[config.mk]
export PLATFORM = sky130hd
export DESIGN_NAME = if_id_queue
export DESIGN_NICKNAME = d
export VERILOG_FILES = /design/src/rtl/if_pkg.sv /design/src/rtl/if_queue_ptr.sv /design/src/rtl/if_id_queue.sv
export SDC_FILE = /design/constraint.sdc
export NUM_CORES = 1
export LEC_CHECK = 0
export CORE_ASPECT_RATIO = 0.6
export CORE_MARGIN = 8
export CORE_UTILIZATION = 50
export DETAILED_ROUTE_END_ITERATION = 8
export MAX_ROUTING_LAYER = met4
export PLACE_DENSITY = 0.74
export RECOVER_POWER = 25
export SLEW_MARGIN = 25
export SYNTH_ARGS = -nofsm -noshare
export SYNTH_HDL_FRONTEND = slang
export SYNTH_HIERARCHICAL = 1
export SYNTH_SLANG_ARGS = --single-unit
[constraint.sdc]
create_clock -name clk -period 6.88 [get_ports clk]
set_input_delay 2.064 -clock clk [delete_from_list [all_inputs] [get_ports clk]]
set_output_delay 2.064 -clock clk [all_outputs]
set_load 0.02 [all_outputs]
[src/rtl/if_pkg.sv]
// Shared fetch-side types and constants for the IF -> ID instruction queue.
package if_pkg;
    localparam int          INSTR_W   = 32;
    localparam int          PC_W      = 32;
    localparam logic [31:0] NOP_INSTR = 32'h0000_0000;
    localparam logic [31:0] PC_RESET  = 32'h0000_3000;

    typedef struct packed {
        logic [PC_W-1:0]    pc;
        logic [INSTR_W-1:0] instr;
    } fetch_entry_t;
endpackage

[src/rtl/if_queue_ptr.sv]
// Wrap-around queue pointer: load wins over increment, wraps naturally at 2**AW.
module if_queue_ptr #(
    parameter int AW = 2
) (
    input  logic          clk,
    input  logic          reset,
    input  logic          inc,
    input  logic          load,
    input  logic [AW-1:0] load_val,
    output logic [AW-1:0] ptr
);
    logic [AW-1:0] ptr_reg;
    logic [AW-1:0] ptr_next;

    always_comb begin
        ptr_next = ptr_reg;
        if (load) begin
            ptr_next = load_val;
        end else if (inc) begin
            ptr_next = ptr_reg + AW'(1);
        end
    end

    always_ff @(posedge clk or negedge reset) begin
        if (!reset) begin
            ptr_reg <= '0;
        end else begin
            ptr_reg <= ptr_next;
        end
    end

    assign ptr = ptr_reg;
endmodule

[src/rtl/if_id_queue.sv]
// Fetch-side instruction queue between PC/IM and decode, with valid/ready
// handshakes on both sides and a flush that discards wrong-path entries.
module if_id_queue
    import if_pkg::*;
#(
    parameter int          DEPTH     = 4,
    parameter int          AW        = $clog2(DEPTH),
    parameter logic [31:0] NOP_INSTR = if_pkg::NOP_INSTR
) (
    input  logic               clk,
    input  logic               reset,
    input  logic               in_valid,
    input  logic [PC_W-1:0]    in_pc,
    input  logic [INSTR_W-1:0] in_instr,
    output logic               in_ready,
    input  logic               flush,
    output logic               out_valid,
    output logic [PC_W-1:0]    out_pc,
    output logic [INSTR_W-1:0] out_instr,
    input  logic               out_ready,
    output logic [AW:0]        count
);
    localparam logic [AW:0] COUNT_FULL = (AW+1)'(DEPTH);

    fetch_entry_t mem_reg [DEPTH];
    fetch_entry_t head;
    logic [AW-1:0] wr_ptr;
    logic [AW-1:0] rd_ptr;
    logic [AW:0]   count_reg;
    logic [AW:0]   count_next;
    logic          push;
    logic          pop;
    logic          push_ok;
    logic          pop_ok;

    // Handshake state comes only from registered occupancy, so in_ready never
    // depends on out_ready and there is no full-queue pass-through.
    assign in_ready  = (count_reg != COUNT_FULL);
    assign out_valid = (count_reg != '0);
    assign push      = in_valid & in_ready;
    assign pop       = out_valid & out_ready;
    assign push_ok   = push & ~flush;
    assign pop_ok    = pop & ~flush;

    always_comb begin
        count_next = count_reg;
        if (flush) begin
            count_next = '0;
        end else if (push_ok && !pop_ok) begin
            count_next = count_reg + (AW+1)'(1);
        end else if (pop_ok && !push_ok) begin
            count_next = count_reg - (AW+1)'(1);
        end
    end

    always_ff @(posedge clk or negedge reset) begin
        if (!reset) begin
            count_reg <= '0;
        end else begin
            count_reg <= count_next;
        end
    end

    if_queue_ptr #(.AW(AW)) u_wr_ptr (
        .clk      (clk),
        .reset    (reset),
        .inc      (push_ok),
        .load     (1'b0),
        .load_val ('0),
        .ptr      (wr_ptr)
    );

    // Flush empties the queue by snapping the read side onto the write side.
    if_queue_ptr #(.AW(AW)) u_rd_ptr (
        .clk      (clk),
        .reset    (reset),
        .inc      (pop_ok),
        .load     (flush),
        .load_val (wr_ptr),
        .ptr      (rd_ptr)
    );

    for (genvar gi = 0; gi < DEPTH; gi++) begin : g_entry
        always_ff @(posedge clk) begin
            if (push_ok && (wr_ptr == AW'(gi))) begin
                mem_reg[gi] <= '{pc: in_pc, instr: in_instr};
            end
        end
    end

    assign head      = mem_reg[rd_ptr];
    assign out_pc    = out_valid ? head.pc    : '0;
    assign out_instr = out_valid ? head.instr : NOP_INSTR;
    assign count     = count_reg;
endmodule

==> key figures <==
CTS
  • Hold buffer count at CTS: 0
  • Master cell of the clock root buffer: sky130_fd_sc_hd__clkbuf_16
  • Max H-tree Level: 1
  • Clock tree from TritonCTS: built
  • Maximum count of clock buffers along a single path: 3
  • Num CTS Buffers: 25
  • Post-cts sizing count: 0
  • Register clock-pin slew on the reported worst setup and hold paths: 0.06 ns
  • Number of clock sinks seen by CTS: 263
  • Latest clock arrival within the worst-skew pair: 0.51 ns
  • Setup repair bufs after CTS: 0

Floorplanning
  • DIE WIDTH: 202 um
  • Standard-cell rows: 40
  • Die Ht: 127 um
  • Initial Util: 51.3%
  • Core area: 20100 um^2
  • IO Count: 138
  • Area enclosed by the die boundary: 25700 um^2

Worst setup path
  • Endpoint arrival time on the critical path: 3.17 ns
  • Family with the most delay on the worst path: buffers and inverters
  • Critical path peak fanout: 35
  • Kind of capture point of the worst setup path: output port
  • Critical path, cell by cell: buf_4, mux4_2, and2_1, clkdlybuf4s50_1
  • Worst path bufs/invs: 2
  • Kind of critical path: reg -> out
  • FF-to-FF setup slack: 4.40 ns
  • Worst EP required: 4.82 ns
  • Number of cells on the worst reg-to-reg path: 7
  • Launch instance of the worst register-to-register path: count[2]
  • Critical Path Slowest Stage Cell: sky130_fd_sc_hd__dfrtp_2
  • Critical R2R Capture: count[2]
  • Number of cells on the critical path: 4
  • Critical path startpoint category: register
  • Worst Setup SP: u_rd_ptr/ptr[1]
  • Largest stage delay on the critical path: 0.87 ns

Yosys
  • Dominant cell by count in the synthesized netlist: sky130_fd_sc_hd__edfxtp_1
  • Post-Syn Instances: 473
  • Post-Synthesis Mean Instance Area: 21.8 um^2
  • Area fraction of the dominant cell type after synthesis: 74.5%
  • Largest area contributor in the synthesized netlist: sky130_fd_sc_hd__edfxtp_1
  • Post-synthesis register bit count: 263
  • Main synth FF type: sky130_fd_sc_hd__edfxtp_1
  • Synth top area cells: sky130_fd_sc_hd__edfxtp_1, sky130_fd_sc_hd__mux4_2, sky130_fd_sc_hd__and2_1
  • Total of warnings raised by yosys: 6
  • Commonest cells in the netlist: sky130_fd_sc_hd__edfxtp_1, sky130_fd_sc_hd__and2_1, sky130_fd_sc_hd__mux4_2
  • Number of distinct library cells after synthesis: 42
  • Share of async-settable or async-resettable flops after synthesis: 2.66%
  • Area of the mapped netlist: 10300 um^2
  • Number of synthesized flops with an enable pin: 256
  • Sequential element share of the synthesized area: 76.2%

Place
  • PortBufs: 137
  • Routability congestion estimate from global placement: 0.773
  • Half-perimeter wire length after placement: 12500 um

Run status
  • Run status: finished clean

Pwr
  • Peak supply drop: 0.000196 V
  • Leakage power: 0.00416 uW
  • Total power after layout: 4440 uW
  • PwrDens: 346 nW/um^2

STA
  • Part of the cycle the worst path needs: 76.1%
  • Highest Clock Rate: 0.191 GHz
  • Worst-case headroom to the max-slew limit: 48.1%
  • Final setup TNS: 0 ns
  • Number of setup violations in the final report: 0
  • Final Hold Fails: 0
  • Slew Limit Fails: 0
  • Slew at the pin closest to its max-slew limit: 0.779 ns
  • Time the final worst path needs with I/O delays and setup: 5.23 ns
  • Unrepaired setup endpoints after global routing: no
  • Post-route clock skew: 0.00833 ns

Cells and area
  • Area occupied by multi-input gates: 2300 um^2
  • Fill cells: 1400
  • Share of final-layout standard cells stronger than drive strength 1: 17.6%
  • P&R area growth vs syn: 24.4%
  • Number of flip-flops in the largest register: 256
  • Post-layout net count: 699
  • Sequential cell area in the final layout: 7870 um^2

Min path
  • Min-Delay Path Class: reg -> reg
  • Launch point of the worst hold path: u_wr_ptr/ptr[0]
  • Hold Crit Depth: 2
  • Sink of the worst hold path: u_rd_ptr/ptr[0]

Route
  • Drt wl/cell: 22.4 um
  • Drt initial violations: 286
  • Antenna Violating Nets Remaining: 0
  • Number of remaining DRC errors: 0
  • Wire length after detailed routing: 20600 um
  • Mean number of vias per cell: 5.52
  • First-pass iteration count of the detailed router: 5
  • Total number of vias: 5088

Global route
  • Initial antenna violation count: 2
  • Global route overflow: 0
  • Wire length of the first global-routing pass: 31700 um
  • All-layer global routing usage: 16.3%
  • Maximum number of pins on one net before global-route repair: 67
  • Number of global-route vias before repair: 5391

Job
  • Max-cap viol count: 0
## worst max path at each step
stage,slack (ns),endpoint
2_1_floorplan,1.21,mem_reg[1][0]
3_3_place_gp,1.87,out_instr[25]
3_5_place_dp,2.16,out_instr[8]
4_1_cts,1.60,out_instr[9]
5_1_grt,1.50,out_instr[30]
6_report,1.65,out_instr[10]
## layout make-up
| cell class | count | area share (%) |
|---|---|---|
| multi-input combinational | 186 | 17.9 |
| clock buffer | 30 | 5.02 |
| clock inverter | 14 | 1.27 |
| timing repair buffer | 148 | 11.7 |
| sequential | 263 | 61.3 |
| inverter | 5 | 0.146 |
| antenna | 2 | 0.0390 |
| tap | 273 | 2.66 |
## worst register-to-register path, stage by stage (launching register included)
cell	delay, ns
sky130_fd_sc_hd__dfrtp_1	0.50
sky130_fd_sc_hd__or3b_1	0.46
sky130_fd_sc_hd__nand2_2	0.20
sky130_fd_sc_hd__a21oi_1	0.08
sky130_fd_sc_hd__fa_1	0.48
sky130_fd_sc_hd__and3b_1	0.24
sky130_fd_sc_hd__o311ai_0	0.32
sky130_fd_sc_hd__a311oi_1	0.07
## metrics by stage
stage          utilization (%)  cells  instance area [um^2]  hold slack, ns  worst slack [ns]
5_1_grt                   63.8    921                 12800           0.797              1.50
3_5_place_dp              59.7    874                 12000           0.745              2.16
3_3_place_gp              59.5    872                 12000           0.713              1.87
2_1_floorplan                -    479                 10400           0.588              1.21
4_1_cts                   63.7    918                 12800           0.754              1.60
6_report                  63.8    921                 12800           0.745              1.65
## per-layer routing
layer / global-route usage [%] / part of all wire [%]
met3: 4.11 / 7.2
met5: - / 0
met2: 24.9 / 47
met4: 2.74 / 1.5
met1: 22.6 / 45
## kinds of logic after synthesis
logic type | count (synthesis) | synth area share [%]
AND/OR/NAND/NOR | 95 | 5.88
flip-flops | 263 | 76.2
AO/OA/AOI/OAI | 15 | 1.03
other | 1 | 0.0363
buffers and inverters | 30 | 2.24
multiplexers | 65 | 14.2
XOR/XNOR | 3 | 0.255
adder cells (fa/ha/maj) | 1 | 0.194
## power by group
group / switching [uW] / internal, uW / leakage (uW)
sequential: 67.3 / 1840 / 0.00241
combinational: 590 / 585 / 0.00135
clock: 548 / 813 / 0.000396
## cells in the final DEF, fill, tap and decap left out, types with 3 or more instances in the layout
cell and n:
sky130_fd_sc_hd__dlygate4sd3_1 39, sky130_fd_sc_hd__o21ai_0 4, sky130_fd_sc_hd__nor2b_1 3, sky130_fd_sc_hd__conb_1 7, sky130_fd_sc_hd__nand3b_1 3, sky130_fd_sc_hd__clkinv_2 4
sky130_fd_sc_hd__clkinv_1 6, sky130_fd_sc_hd__clkdlybuf4s50_1 98, sky130_fd_sc_hd__nand2_1 5, sky130_fd_sc_hd__edfxtp_1 256, sky130_fd_sc_hd__buf_4 7, sky130_fd_sc_hd__clkbuf_16 25
sky130_fd_sc_hd__and2_1 64, sky130_fd_sc_hd__clkbuf_1 5, sky130_fd_sc_hd__mux4_1 4, sky130_fd_sc_hd__bufinv_16 4, sky130_fd_sc_hd__inv_1 5, sky130_fd_sc_hd__mux4_2 60
sky130_fd_sc_hd__a21oi_1 3, sky130_fd_sc_hd__dfrtp_1 5
Power figures use the tool's default switching activity.
